--- config.mk ---
export PLATFORM = sky130hd
export DESIGN_NAME = sd_host_regbank
export DESIGN_NICKNAME = d
export VERILOG_FILES = /design/src/rtl/sd_host_regbank.sv
export SDC_FILE = /design/constraint.sdc
export NUM_CORES = 1
export LEC_CHECK = 0
export BUFFER_PORTS_ARGS = -buffer_cell sky130_fd_sc_hd__buf_4
export CORE_MARGIN = 2
export CORE_UTILIZATION = 31
export CTS_CLUSTER_DIAMETER = 50
export DETAILED_ROUTE_END_ITERATION = 16
export PLACE_DENSITY_LB_ADDON = 0.15
export SETUP_SLACK_MARGIN = 0.1
export SLEW_MARGIN = 15
export SYNTH_ARGS = -nofsm -noshare
export SYNTH_HDL_FRONTEND = slang
export SYNTH_SLANG_ARGS = --single-unit
--- constraint.sdc ---
create_clock -name CLK -period 2.5 [get_ports CLK]
set_input_delay 0.25 -clock CLK [delete_from_list [all_inputs] [get_ports CLK]]
set_output_delay 0.25 -clock CLK [all_outputs]
set_load 0.05 [all_outputs]
--- src/rtl/sd_host_regbank.sv ---
// SD host register bank: host bus decode, hardware/host merge, W1C status, command start and irq.
// Optional: define SD_REGBANK_IRQ_EN to enable the 0x38 signal-enable register and the irq output.
module sd_host_regbank #(
    parameter int unsigned ADDR_W      = 13,
    parameter int unsigned ADMA_ADDR_W = 64,
    parameter int unsigned RESP_WORDS  = 4
) (
    input  logic                    CLK,
    input  logic                    RESET,
    input  logic                    wr_en,
    input  logic                    rd_en,
    input  logic [ADDR_W-1:0]       addrs,
    input  logic [3:0]              byte_en,
    input  logic [31:0]             wr_data,
    output logic [31:0]             rd_data,
    output logic                    rd_valid,
    input  logic [31:0]             psr_hw,
    input  logic [31:0]             psr_hw_en,
    input  logic [15:0]             nisr_set,
    input  logic [15:0]             eisr_set,
    input  logic [32*RESP_WORDS-1:0] resp_hw,
    input  logic [RESP_WORDS-1:0]   resp_hw_en,
    input  logic                    bcr_dec,
    output logic [11:0]             blk_size,
    output logic [15:0]             blk_count,
    output logic [31:0]             argument,
    output logic [15:0]             xfer_mode,
    output logic [15:0]             command,
    output logic [15:0]             bgcr,
    output logic [ADMA_ADDR_W-1:0]  adma_addr,
    output logic                    start_flag,
    output logic                    irq
);

    localparam int unsigned WW = ADDR_W - 2;

    logic [WW-1:0] word;
    logic [31:0]   be_mask;

    logic [11:0] blk_size_q, blk_size_d;
    logic [15:0] blk_count_q, blk_count_d;
    logic [31:0] argument_q, argument_d;
    logic [15:0] xfer_mode_q, xfer_mode_d;
    logic [15:0] command_q, command_d;
    logic [15:0] bgcr_q, bgcr_d;
    logic [31:0] psr_q, psr_d;
    logic [31:0] status_q, status_d, status_rd;
    logic [31:0] status_en_q, status_en_d;
    logic [31:0] adma_lo_q, adma_lo_d;
    logic [31:0] adma_hi_q, adma_hi_d;
    logic [31:0] resp_q [RESP_WORDS];
    logic [31:0] rd_data_q, rd_mux;
    logic        rd_valid_q;
    logic        start_q;

    logic [31:0] bsr_new, cmd_new, w1c, set_raw;
    logic        cmd_wr_hi, cmd_accept, cmd_err;
    logic        sel_bsr, sel_arg, sel_cmd, sel_bgcr, sel_sts, sel_sten, sel_adlo, sel_adhi;

    assign word    = addrs[ADDR_W-1:2];
    assign be_mask = {{8{byte_en[3]}}, {8{byte_en[2]}}, {8{byte_en[1]}}, {8{byte_en[0]}}};

    assign sel_bsr  = (word == WW'(1));
    assign sel_arg  = (word == WW'(2));
    assign sel_cmd  = (word == WW'(3));
    assign sel_bgcr = (word == WW'(10));
    assign sel_sts  = (word == WW'(12));
    assign sel_sten = (word == WW'(13));
    assign sel_adlo = (word == WW'(22));
    assign sel_adhi = (word == WW'(23)) && (ADMA_ADDR_W > 32);

    // NISR[15] is a live summary of EISR, never stored.
    assign status_rd = {status_q[31:16], |status_q[31:16], status_q[14:0]};

    assign cmd_wr_hi  = wr_en && sel_cmd && (byte_en[3:2] != 2'b00);
    assign cmd_accept = cmd_wr_hi && !psr_q[0];
    assign cmd_err    = cmd_wr_hi && psr_q[0];

`ifdef SD_REGBANK_IRQ_EN
    logic [31:0] sig_en_q, sig_en_d;
    logic        irq_q;
    logic        sel_sgen;
    assign sel_sgen = (word == WW'(14));
`endif

    always_comb begin
        bsr_new = ({blk_count_q, 4'b0, blk_size_q} & ~be_mask) | (wr_data & be_mask);
        cmd_new = ({command_q, xfer_mode_q} & ~be_mask) | (wr_data & be_mask);

        blk_size_d = blk_size_q;
        blk_count_d = blk_count_q;
        if (wr_en && sel_bsr) begin
            blk_size_d = bsr_new[11:0];
        end
        // A host write to the count lanes overrides the engine's decrement.
        if (wr_en && sel_bsr && (byte_en[3:2] != 2'b00)) begin
            blk_count_d = bsr_new[31:16];
        end else if (bcr_dec && (blk_count_q != 16'h0)) begin
            blk_count_d = blk_count_q - 16'h1;
        end

        argument_d = argument_q;
        if (wr_en && sel_arg) begin
            argument_d = (argument_q & ~be_mask) | (wr_data & be_mask);
        end

        xfer_mode_d = xfer_mode_q;
        command_d   = command_q;
        if (wr_en && sel_cmd) begin
            xfer_mode_d = cmd_new[15:0];
        end
        if (cmd_accept) begin
            command_d = cmd_new[31:16];
        end

        bgcr_d = bgcr_q;
        if (wr_en && sel_bgcr) begin
            bgcr_d = (bgcr_q & ~be_mask[31:16]) | (wr_data[31:16] & be_mask[31:16]);
        end

        psr_d = (psr_q & ~psr_hw_en) | (psr_hw & psr_hw_en);

        w1c      = (wr_en && sel_sts) ? (wr_data & be_mask) : 32'h0;
        set_raw  = {eisr_set, nisr_set} | {7'b0, cmd_err, 24'b0};
        status_d = ((status_q & ~w1c) | (set_raw & status_en_q)) & ~32'h0000_8000;

        status_en_d = status_en_q;
        if (wr_en && sel_sten) begin
            status_en_d = (status_en_q & ~be_mask) | (wr_data & be_mask);
        end

        adma_lo_d = adma_lo_q;
        adma_hi_d = adma_hi_q;
        if (wr_en && sel_adlo) begin
            adma_lo_d = (adma_lo_q & ~be_mask) | (wr_data & be_mask);
        end
        if (wr_en && sel_adhi) begin
            adma_hi_d = (adma_hi_q & ~be_mask) | (wr_data & be_mask);
        end

`ifdef SD_REGBANK_IRQ_EN
        sig_en_d = sig_en_q;
        if (wr_en && sel_sgen) begin
            sig_en_d = (sig_en_q & ~be_mask) | (wr_data & be_mask);
        end
`endif
    end

    always_comb begin
        rd_mux = 32'h0;
        if (sel_bsr)  rd_mux = {blk_count_q, 4'b0, blk_size_q};
        if (sel_arg)  rd_mux = argument_q;
        if (sel_cmd)  rd_mux = {command_q, xfer_mode_q};
        if (word == WW'(9)) rd_mux = psr_q;
        if (sel_bgcr) rd_mux = {bgcr_q, 16'h0};
        if (sel_sts)  rd_mux = status_rd;
        if (sel_sten) rd_mux = status_en_q;
        if (sel_adlo) rd_mux = adma_lo_q;
        if (sel_adhi) rd_mux = adma_hi_q;
`ifdef SD_REGBANK_IRQ_EN
        if (sel_sgen) rd_mux = sig_en_q;
`endif
        for (int i = 0; i < int'(RESP_WORDS); i++) begin
            if (word == WW'(4 + i)) rd_mux = resp_q[i];
        end
    end

    always_ff @(posedge CLK) begin
        if (RESET) begin
            blk_size_q  <= '0;
            blk_count_q <= '0;
            argument_q  <= '0;
            xfer_mode_q <= '0;
            command_q   <= '0;
            bgcr_q      <= '0;
            psr_q       <= '0;
            status_q    <= '0;
            status_en_q <= '0;
            adma_lo_q   <= '0;
            adma_hi_q   <= '0;
            rd_data_q   <= '0;
            rd_valid_q  <= 1'b0;
            start_q     <= 1'b0;
            for (int i = 0; i < int'(RESP_WORDS); i++) resp_q[i] <= '0;
        end else begin
            blk_size_q  <= blk_size_d;
            blk_count_q <= blk_count_d;
            argument_q  <= argument_d;
            xfer_mode_q <= xfer_mode_d;
            command_q   <= command_d;
            bgcr_q      <= bgcr_d;
            psr_q       <= psr_d;
            status_q    <= status_d;
            status_en_q <= status_en_d;
            adma_lo_q   <= adma_lo_d;
            adma_hi_q   <= adma_hi_d;
            rd_valid_q  <= rd_en;
            start_q     <= cmd_accept;
            if (rd_en) rd_data_q <= rd_mux;
            for (int i = 0; i < int'(RESP_WORDS); i++) begin
                if (resp_hw_en[i]) resp_q[i] <= resp_hw[32*i +: 32];
            end
        end
    end

`ifdef SD_REGBANK_IRQ_EN
    always_ff @(posedge CLK) begin
        if (RESET) begin
            sig_en_q <= '0;
            irq_q    <= 1'b0;
        end else begin
            sig_en_q <= sig_en_d;
            irq_q    <= |(status_rd & sig_en_q);
        end
    end
    assign irq = irq_q;
`else
    assign irq = 1'b0;
`endif

    generate
        if (ADMA_ADDR_W > 32) begin : g_adma64
            assign adma_addr = {adma_hi_q[ADMA_ADDR_W-33:0], adma_lo_q};
        end else begin : g_adma32
            assign adma_addr = adma_lo_q[ADMA_ADDR_W-1:0];
        end
    endgenerate

    logic unused_bits;
    assign unused_bits = ^{addrs[1:0], bsr_new[15:12], adma_hi_q};

    assign blk_size   = blk_size_q;
    assign blk_count  = blk_count_q;
    assign argument   = argument_q;
    assign xfer_mode  = xfer_mode_q;
    assign command    = command_q;
    assign bgcr       = bgcr_q;
    assign start_flag = start_q;
    assign rd_data    = rd_data_q;
    assign rd_valid   = rd_valid_q;

endmodule

==> flow_summary.yaml, run 1 <==
outcome:
  outcome: "complete, no violations"
clock_tree:
  numClockSinks: 429
  htree_levels: 3
  cts_tree: "built"
  cts_made_buffers: 69
  cts_max_path_buffers: 3
  root_buffer: "clkbuf_16"
  insertion_delay_ns: 0.61
  path_clk_slew_ns: 0.05
critical_path:
  worstSetupStartpointType: "register"
  reg2reg_depth: 6
  cp_max_fo: 4
  critPathKind: "register to register"
  cp_data_arrival_time_ns: 2.89
  cp.required_ns: 3.02
  r2r_slack_ns: 0.13
  crit_path_end_kind: "register"
global_routing:
  grt.met3_usage_pct: 6.09
  met1_usage_pct: 34.3
  grt_pass1_wl_um: 129000
  grt_max_degree: 166
  grt_pass1_vias: 20195
  grt-busiest-layer: "met2"
  grtUsageTotal_pct: 25.6
  gr-usage-met2_pct: 39.7
  antenna_found_initial: 8
  overflow: 0
power_and_ir_drop:
  vdd_drop_max_v: 0.000452
  total_power_w: 0.0209
  p_per_area_nw_per_um2: 696
  total_leakage_power_nw: 11.9
timing:
  setup_viol: 0
  clock_skew_ns: 0.0205
  final_hold_viol_count: 0
  rsz0062_at_grt: "true"
  worst_pin_slew_ns: 1.11
  fin_crit_ns: 2.37
  fin_crit_sh_pct: 94.9
  relSlewSlack_pct: 25.4
  slew_viol_final: 0
  timing.fmax_mhz: 421
  whs_ns: 0.0603
yosys:
  ys_dominant_reg_cell: "dfxtp_1"
  ys_seq_area_share_pct: 49.7
  synth_cells: 2227
  synth.distinct_cells: 80
  yosys_warnings: 0
  synth_area_um2: 19800
  synth_seq_cells: 429
  async_flop_share_pct: 0
  synth_fp_nets: 2510
  postSynthAreaPerCell_um2: 8.91
  synth_edf_count: 128
min_path:
  worstHoldStart: "wr_en"
  min_to: "start_flag"
  min_path_cells: 3
  hold_class: "input pin to register"
floorplan:
  dieArea_um2: 66000
  dieHeight_um: 257
  rows: 92
  die_x_um: 257
  io_pins: 489
  core_um2: 63200
  initial_utilization_pct: 31.4
job:
  drv_cap: 0
layout:
  fin_area_um2: 30100
  drive_gt1_share_pct: 26.7
  layout.nets: 3302
  postLayoutCoreUtil_pct: 47.6
  syn2layout_area_growth_pct: 51.6
detailed_routing:
  vias: 20337
  drc_errors: 0
  dr.pass1.iters: 5
  wl_per_cell_um: 22.4
  drt_iter0_markers: 1602
  antenna_left: 0
  routed_wl_um: 87700
  vias_per_cell: 5.18
place:
  dpl.hpwl_um: 64500
  io_buffers: 484
  globalplace.congestion: 0.888
  dpl_cell_area_um2: 25200
-- cell type report --
type / count / area, µm²
Antenna cell: 4 / 10.0
Clock buffer: 86 / 1950
Clock inverter: 39 / 373
Fill cell: 6053 / 33100
Inverter: 15 / 56.3
Multi-Input combinational cell: 1609 / 9240
Sequential cell: 429 / 9870
Tap cell: 846 / 1060
Timing Repair Buffer: 895 / 7520
-- cell families (layout without fill, tap and decap cells) --
| kind of cell | Yosys count | count (layout) | share of synthesized area, % |
|---|---|---|---|
| muxes | 100 | 100 | 5.20 |
| buffers and inverters | 189 | 1035 | 3.92 |
| AOI/OAI and AO/OA | 653 | 653 | 20.6 |
| xor gates and xnor gates | 2 | 2 | 0.0883 |
| and+or+nand+nor | 852 | 852 | 20.4 |
| DFF | 429 | 429 | 49.7 |
| other | 1 | 5 | 0.0189 |
| adders and majority gates | 1 | 1 | 0.0630 |
-- what timing repair did --
item,CTS,global route
hold buffers,254,0
gates resized for setup,0,2
hold endpoints to repair,377,0
endpoints found under the setup margin,0,4
buffers inserted,0,0
-- layer usage --
metal	vias to the layer above	part of all wire, %
met5	-	0.049
met1	9701	44
met3	169	7.2
met4	8	4.0
li1	9652	-
met2	807	44
-- critical path, cell delays in order (launching register included) --
cell and delay (ns):
dfxtp_2 0.31, or3_1 0.45, or3b_4 0.45, a311o_2 0.41, nor2_1 0.35, a22oi_1 0.16
a21oi_1 0.16
-- Yosys cell counts, types with 11 or more instances --
cell type,instances,share of area [%]
a211o_1,14,0.62
a211oi_1,12,0.45
a21oi_1,229,5.8
a221oi_1,14,0.62
a22o_1,11,0.49
a22oi_1,65,2.5
a2bb2oi_1,14,0.62
a31oi_1,15,0.47
and2_1,134,4.2
buf_1,15,0.28
buf_2,34,0.86
clkbuf_1,120,2.3
dfxtp_1,301,30
edfxtp_1,128,19
inv_1,15,0.28
mux2_2,15,0.85
mux2i_1,84,4.2
nand2_1,344,6.5
nand3_1,75,1.9
nor2_1,163,3.1
nor2b_1,18,0.57
nor3_1,29,0.73
nor4_1,15,0.47
o211ai_1,12,0.45
o21ai_0,125,3.2
o22ai_1,61,1.9
or3_1,13,0.41
-- stage by stage --
step / worst slack [ns] / instances / TNS, ns
final: 0.127 / 3923 / 0
after global routing: 0.0648 / 3922 / 0
after CTS: 0.115 / 3919 / 0
after detailed placement: -0.119 / 3540 / -0.509
after global placement: -0.0710 / 3540 / -0.237
after floorplan: 0.118 / 2227 / 0
-- worst max-delay path by stage --
stage                         from     endpoint  slack [ns]  cells past startpoint
after global placement    addrs[7]  rd_data[20]       -0.07                      8
final                     register     register        0.13                      6
after floorplan           register     register        0.12                      6
after CTS                 register     register        0.12                      6
after global routing      register     register        0.06                      6
after detailed placement  addrs[7]  rd_data[20]       -0.12                      8
-- layout by cell type (no fill, tap or decap), types with 15 or more instances in the layout --
cell	instances
and2_1	134
nor2_1	163
o22ai_1	61
mux2_2	15
dlygate4sd3_1	254
clkbuf_16	74
nor3_1	29
a22oi_1	65
a21oi_1	229
edfxtp_1	128
o21ai_0	125
dfxtp_1	298
a31oi_1	15
inv_1	15
nand3_1	75
buf_4	627
mux2i_1	84
nand2_1	344
-- where the power goes --
part	internal [W]	switching, W
clock	0.00586	0.00377
sequential	0.00751	0.000197
combinational	0.00156	0.00204
total	0.0149	0.00600
(Power assumes the default switching activity.)
==> run 2: changes to the inputs <==
- clock period: 2.5 -> 1.9 ns (I/O delays scaled with it)
==> flow_summary.yaml, run 2 (synthesized netlist as in run 1, its figures left out) <==
floorplan:
  io_pins: 489
  dieHeight_um: 257
  dieArea_um2: 66000
  initial_utilization_pct: 31.4
  die_x_um: 257
  core_um2: 63200
  rows: 92
global_routing:
  grt_pass1_vias: 20928
  grt_max_degree: 165
  grtUsageTotal_pct: 26.5
  antenna_found_initial: 2
  overflow: 0
  grt_pass1_wl_um: 134000
timing:
  slew_viol_final: 0
  setup_slack_ns: -0.340
  clock_skew_ns: 0.0120
  rsz0062_at_grt: "true"
  relSlewSlack_pct: 38.7
  fin_crit_ns: 2.24
  final_hold_viol_count: 0
  worst_pin_slew_ns: 0.919
  fin_crit_sh_pct: 118
  setup_viol: 16
  timing.fmax_mhz: 446
layout:
  layout.nets: 3419
  fillers: 5973
  drive_gt1_share_pct: 32.2
  final_cell_mix: "buf_4, nand2_1, dfxtp_1"
  syn2layout_area_growth_pct: 58.4
  final_common_cell: "buf_4"
  finalNonFillerCells: 4033
  postLayoutCoreUtil_pct: 49.7
critical_path:
  cp_max_fo: 3
  worstSetupStartpointType: "register"
  critPathKind: "register to register"
  cp.required_ns: 2.37
  cp_data_arrival_time_ns: 2.72
  crit_path_end_kind: "register"
clock_tree:
  numClockSinks: 429
  htree_levels: 2
  insertion_delay_ns: 0.61
  path_clk_slew_ns: 0.06
  cts_made_buffers: 60
  cts_max_path_buffers: 3
  root_buffer: "clkbuf_16"
  cts_tree: "built"
place:
  globalplace.congestion: 0.894
  dp.cells: 3652
  io_buffers: 484
  dpl.hpwl_um: 68100
detailed_routing:
  drt_iter0_markers: 1800
  dr.pass1.iters: 5
  antenna_left: 0
  wl_per_cell_um: 22.5
  drc_errors: 0
  vias: 21009
  vias_per_cell: 5.21
  routed_wl_um: 90500
power_and_ir_drop:
  seq_power_share_pct: 37.1
  p_per_area_nw_per_um2: 872
  combPwrFrac_pct: 21.1
  p_sw_w: 0.00792
  total_power_w: 0.0274
  total_leakage_power_nw: 12.5
  vdd_drop_max_v: 0.000572
  power.internal_w: 0.0195
  clockPowerShare_pct: 41.8
  swShare_pct: 28.9
job:
  drv_cap: 0
outcome:
  outcome: "complete, but fails checks"
  violations: "negative setup slack"
min_path:
  hold_class: "input pin to register"
[run 2: changes by cell type in the layout (fill, tap and decap cells not counted), moves of 9 or more]
cell,previous run,this run
nand3_2,1,31
nor2_4,0,11
nand3_1,75,44
nor4_1,13,4
buf_4,627,738
nor2_1,163,153
clkbuf_16,74,61
[run 2: layout make-up]
type / instances / area (µm²) / area share [%]
repair buffers: 1020 / 8540 / 27.2
inverters: 15 / 56.3 / 0.179
well taps: 846 / 1060 / 3.37
clock buffers: 69 / 1580 / 5.02
flip-flops and latches: 429 / 9890 / 31.5
diodes: 1 / 2.50 / 0.00796
multi-input cells: 1610 / 9850 / 31.4
clock inverters: 43 / 452 / 1.44
[run 2: routing by layer]
layer  GRT usage [%]  wire [µm]  share of wire, %
met5               0          0                 0
met1            36.7      40700                45
met4            7.38       2250               2.5
met3            4.24       5670               6.3
met2            42.6      41900                46
[run 2: worst paths after layout]
check / depth (start not counted) / from / slack [ns] / to
hold / removal: 4 / eisr_set[8] / 0.12 / status_q[24]
setup / recovery: 7 / register / -0.34 / register
hold reg to reg: 2 / register / 0.47 / register
setup reg to reg: 7 / register / -0.34 / register
[run 2: repair_timing]
item,in CTS,in global routing
pin swaps,6,17
gates cloned,1,0
endpoints found under the setup margin,20,32
setup buffers,2,8
hold buffers,257,0
hold endpoints to repair,395,0
gates resized for setup,15,34
[run 2: critical path, stage by stage, from the launching register on]
cell      delay [ns]
dfxtp_4         0.34
or3_4           0.38
or3b_4          0.39
a311o_2         0.35
buf_6           0.14
o311a_1         0.29
a221oi_2        0.16
nor2_1          0.06
[run 2: power groups by stage]
stage	clock network (W)	logic, W	registers [W]
CTS	0.0117	0.00556	0.0102
finish	0.0115	0.00578	0.0102
global placement	0	0.00485	0.0103
detailed placement	0	0.00488	0.0104
floorplan	0	0.00213	0.0109
global route	0.0120	0.00612	0.0102
[run 2: through the flow]
stage	hold WS, ns	setup slack [ns]	setup TNS (ns)	area, µm²
global placement	0.430	-0.548	-64.83	26500
global route	0.125	-0.401	-5.16	31400
CTS	0.0803	-0.330	-3.07	31200
finish	0.122	-0.340	-3.92	31400
detailed placement	0.432	-0.564	-68.94	26500
floorplan	0.326	-0.288	-4.53	20400
==> run 3: changes to the inputs <==
- RECOVER_POWER: not set -> 100
==> flow_summary.yaml, run 3 (synthesized netlist as in run 1, its figures left out) <==
outcome:
  outcome: "complete, but fails checks"
  violations: "negative setup slack"
place:
  dpl.hpwl_um: 68100
  io_buffers: 484
  preCtsSetupSlack_ns: -0.564
  globalplace.congestion: 0.894
critical_path:
  worstSetupStartpointType: "register"
  cp_max_fo: 3
  crit_path_end_kind: "register"
  critPathKind: "register to register"
  cp_data_arrival_time_ns: 2.72
  cp.required_ns: 2.38
min_path:
  hold_class: "input pin to register"
timing:
  worst_pin_slew_ns: 0.919
  relSlewSlack_pct: 38.7
  slew_viol_final: 0
  fin_crit_sh_pct: 118
  clock_skew_ns: 0.0149
  setup_viol: 16
  rsz0062_at_grt: "true"
  setup_slack_ns: -0.344
  fin_crit_ns: 2.24
  timing.fmax_mhz: 446
  final_hold_viol_count: 0
layout:
  layout.nets: 3419
  drive_gt1_share_pct: 32.1
  final_cell_mix: "buf_4, nand2_1, dfxtp_1"
  multi_input_area_um2: 9850
  seqCellArea_um2: 9890
  syn2layout_area_growth_pct: 58.4
  fillers: 5972
  final_common_cell: "buf_4"
clock_tree:
  htree_levels: 2
  cts_max_path_buffers: 3
  path_clk_slew_ns: 0.06
  numClockSinks: 429
  cts_tree: "built"
  cts_made_buffers: 60
  root_buffer: "clkbuf_16"
  insertion_delay_ns: 0.62
detailed_routing:
  drt_iter0_markers: 1791
  routed_wl_um: 90600
  dr.pass1.iters: 5
  wl_per_cell_um: 22.5
  antenna_left: 0
  vias_per_cell: 5.23
  drc_errors: 0
  vias: 21082
floorplan:
  io_pins: 489
  core_um2: 63200
  dieArea_um2: 66000
  die_x_um: 257
  rows: 92
  initial_utilization_pct: 31.4
  dieHeight_um: 257
power_and_ir_drop:
  vdd_drop_max_v: 0.000571
  p_per_area_nw_per_um2: 872
  total_leakage_power_nw: 12.4
  total_power_w: 0.0274
job:
  drv_cap: 0
global_routing:
  overflow: 0
  grt_pass1_vias: 20928
  grt_max_degree: 165
  grt_pass1_wl_um: 134000
  antenna_found_initial: 2
  grtUsageTotal_pct: 26.5
==> run 3: layout make-up <==
cell class	instances	share of cell area, %
antenna	1	0.00796
clock buffer	69	5.02
clock inverter	43	1.44
inverter	15	0.179
multi-input combinational	1610	31.4
sequential	429	31.5
tap	846	3.37
timing repair buffer	1020	27.2
==> run 3: final timing paths <==
kind,startpoint,to,slack (ns),cells past startpoint
max reg2reg,register,register,-0.34,7
max,register,register,-0.34,7
min reg2reg,register,register,0.47,2
min,eisr_set[8],status_q[24],0.12,4
==> run 3: worst max-delay path: stages (launching register included) <==
cell and delay [ns]:
dfxtp_4 0.34, or3_4 0.38, or3b_4 0.39, a311o_2 0.35, buf_6 0.14, o311a_1 0.29, a221oi_2 0.16, nor2_1 0.06
==> run 3: per-stage QoR <==
step	TNS, ns	instance area, µm²	hold WS [ns]	util [%]	instances
floorplan	-4.53	20400	0.326	-	2227
finish	-3.95	31400	0.118	49.7	4033
detailed placement	-68.94	26500	0.432	41.9	3652
global placement	-64.83	26500	0.430	41.9	3652
CTS	-3.07	31200	0.0803	49.3	4024
global route	-5.16	31400	0.125	49.7	4033
==> run 3: power breakdown <==
| part | switching, W | internal [W] |
|---|---|---|
| clock network | 0.00453 | 0.00694 |
| registers | 0.000266 | 0.00991 |
| logic | 0.00312 | 0.00265 |
| total | 0.00792 | 0.0195 |
==> run 3: what timing repair did <==
action / CTS / global route
resized for setup: 15 / 34
buffers inserted: 2 / 8
hold buffers: 257 / 0
pin swaps: 6 / 17
endpoints found under the setup margin: 20 / 32
gates cloned: 1 / 0
endpoints found under the hold margin: 395 / 0
==> run 3: layer usage <==
metal  vias to the layer above  global-route usage, %  routed length (µm)
li1                       9879                      -                   -
met1                     10301                   36.7               40800
met2                       769                   42.6               41900
met3                       133                   4.24                5650
met4                         0                   7.38                2270
met5                         -                      0                   0
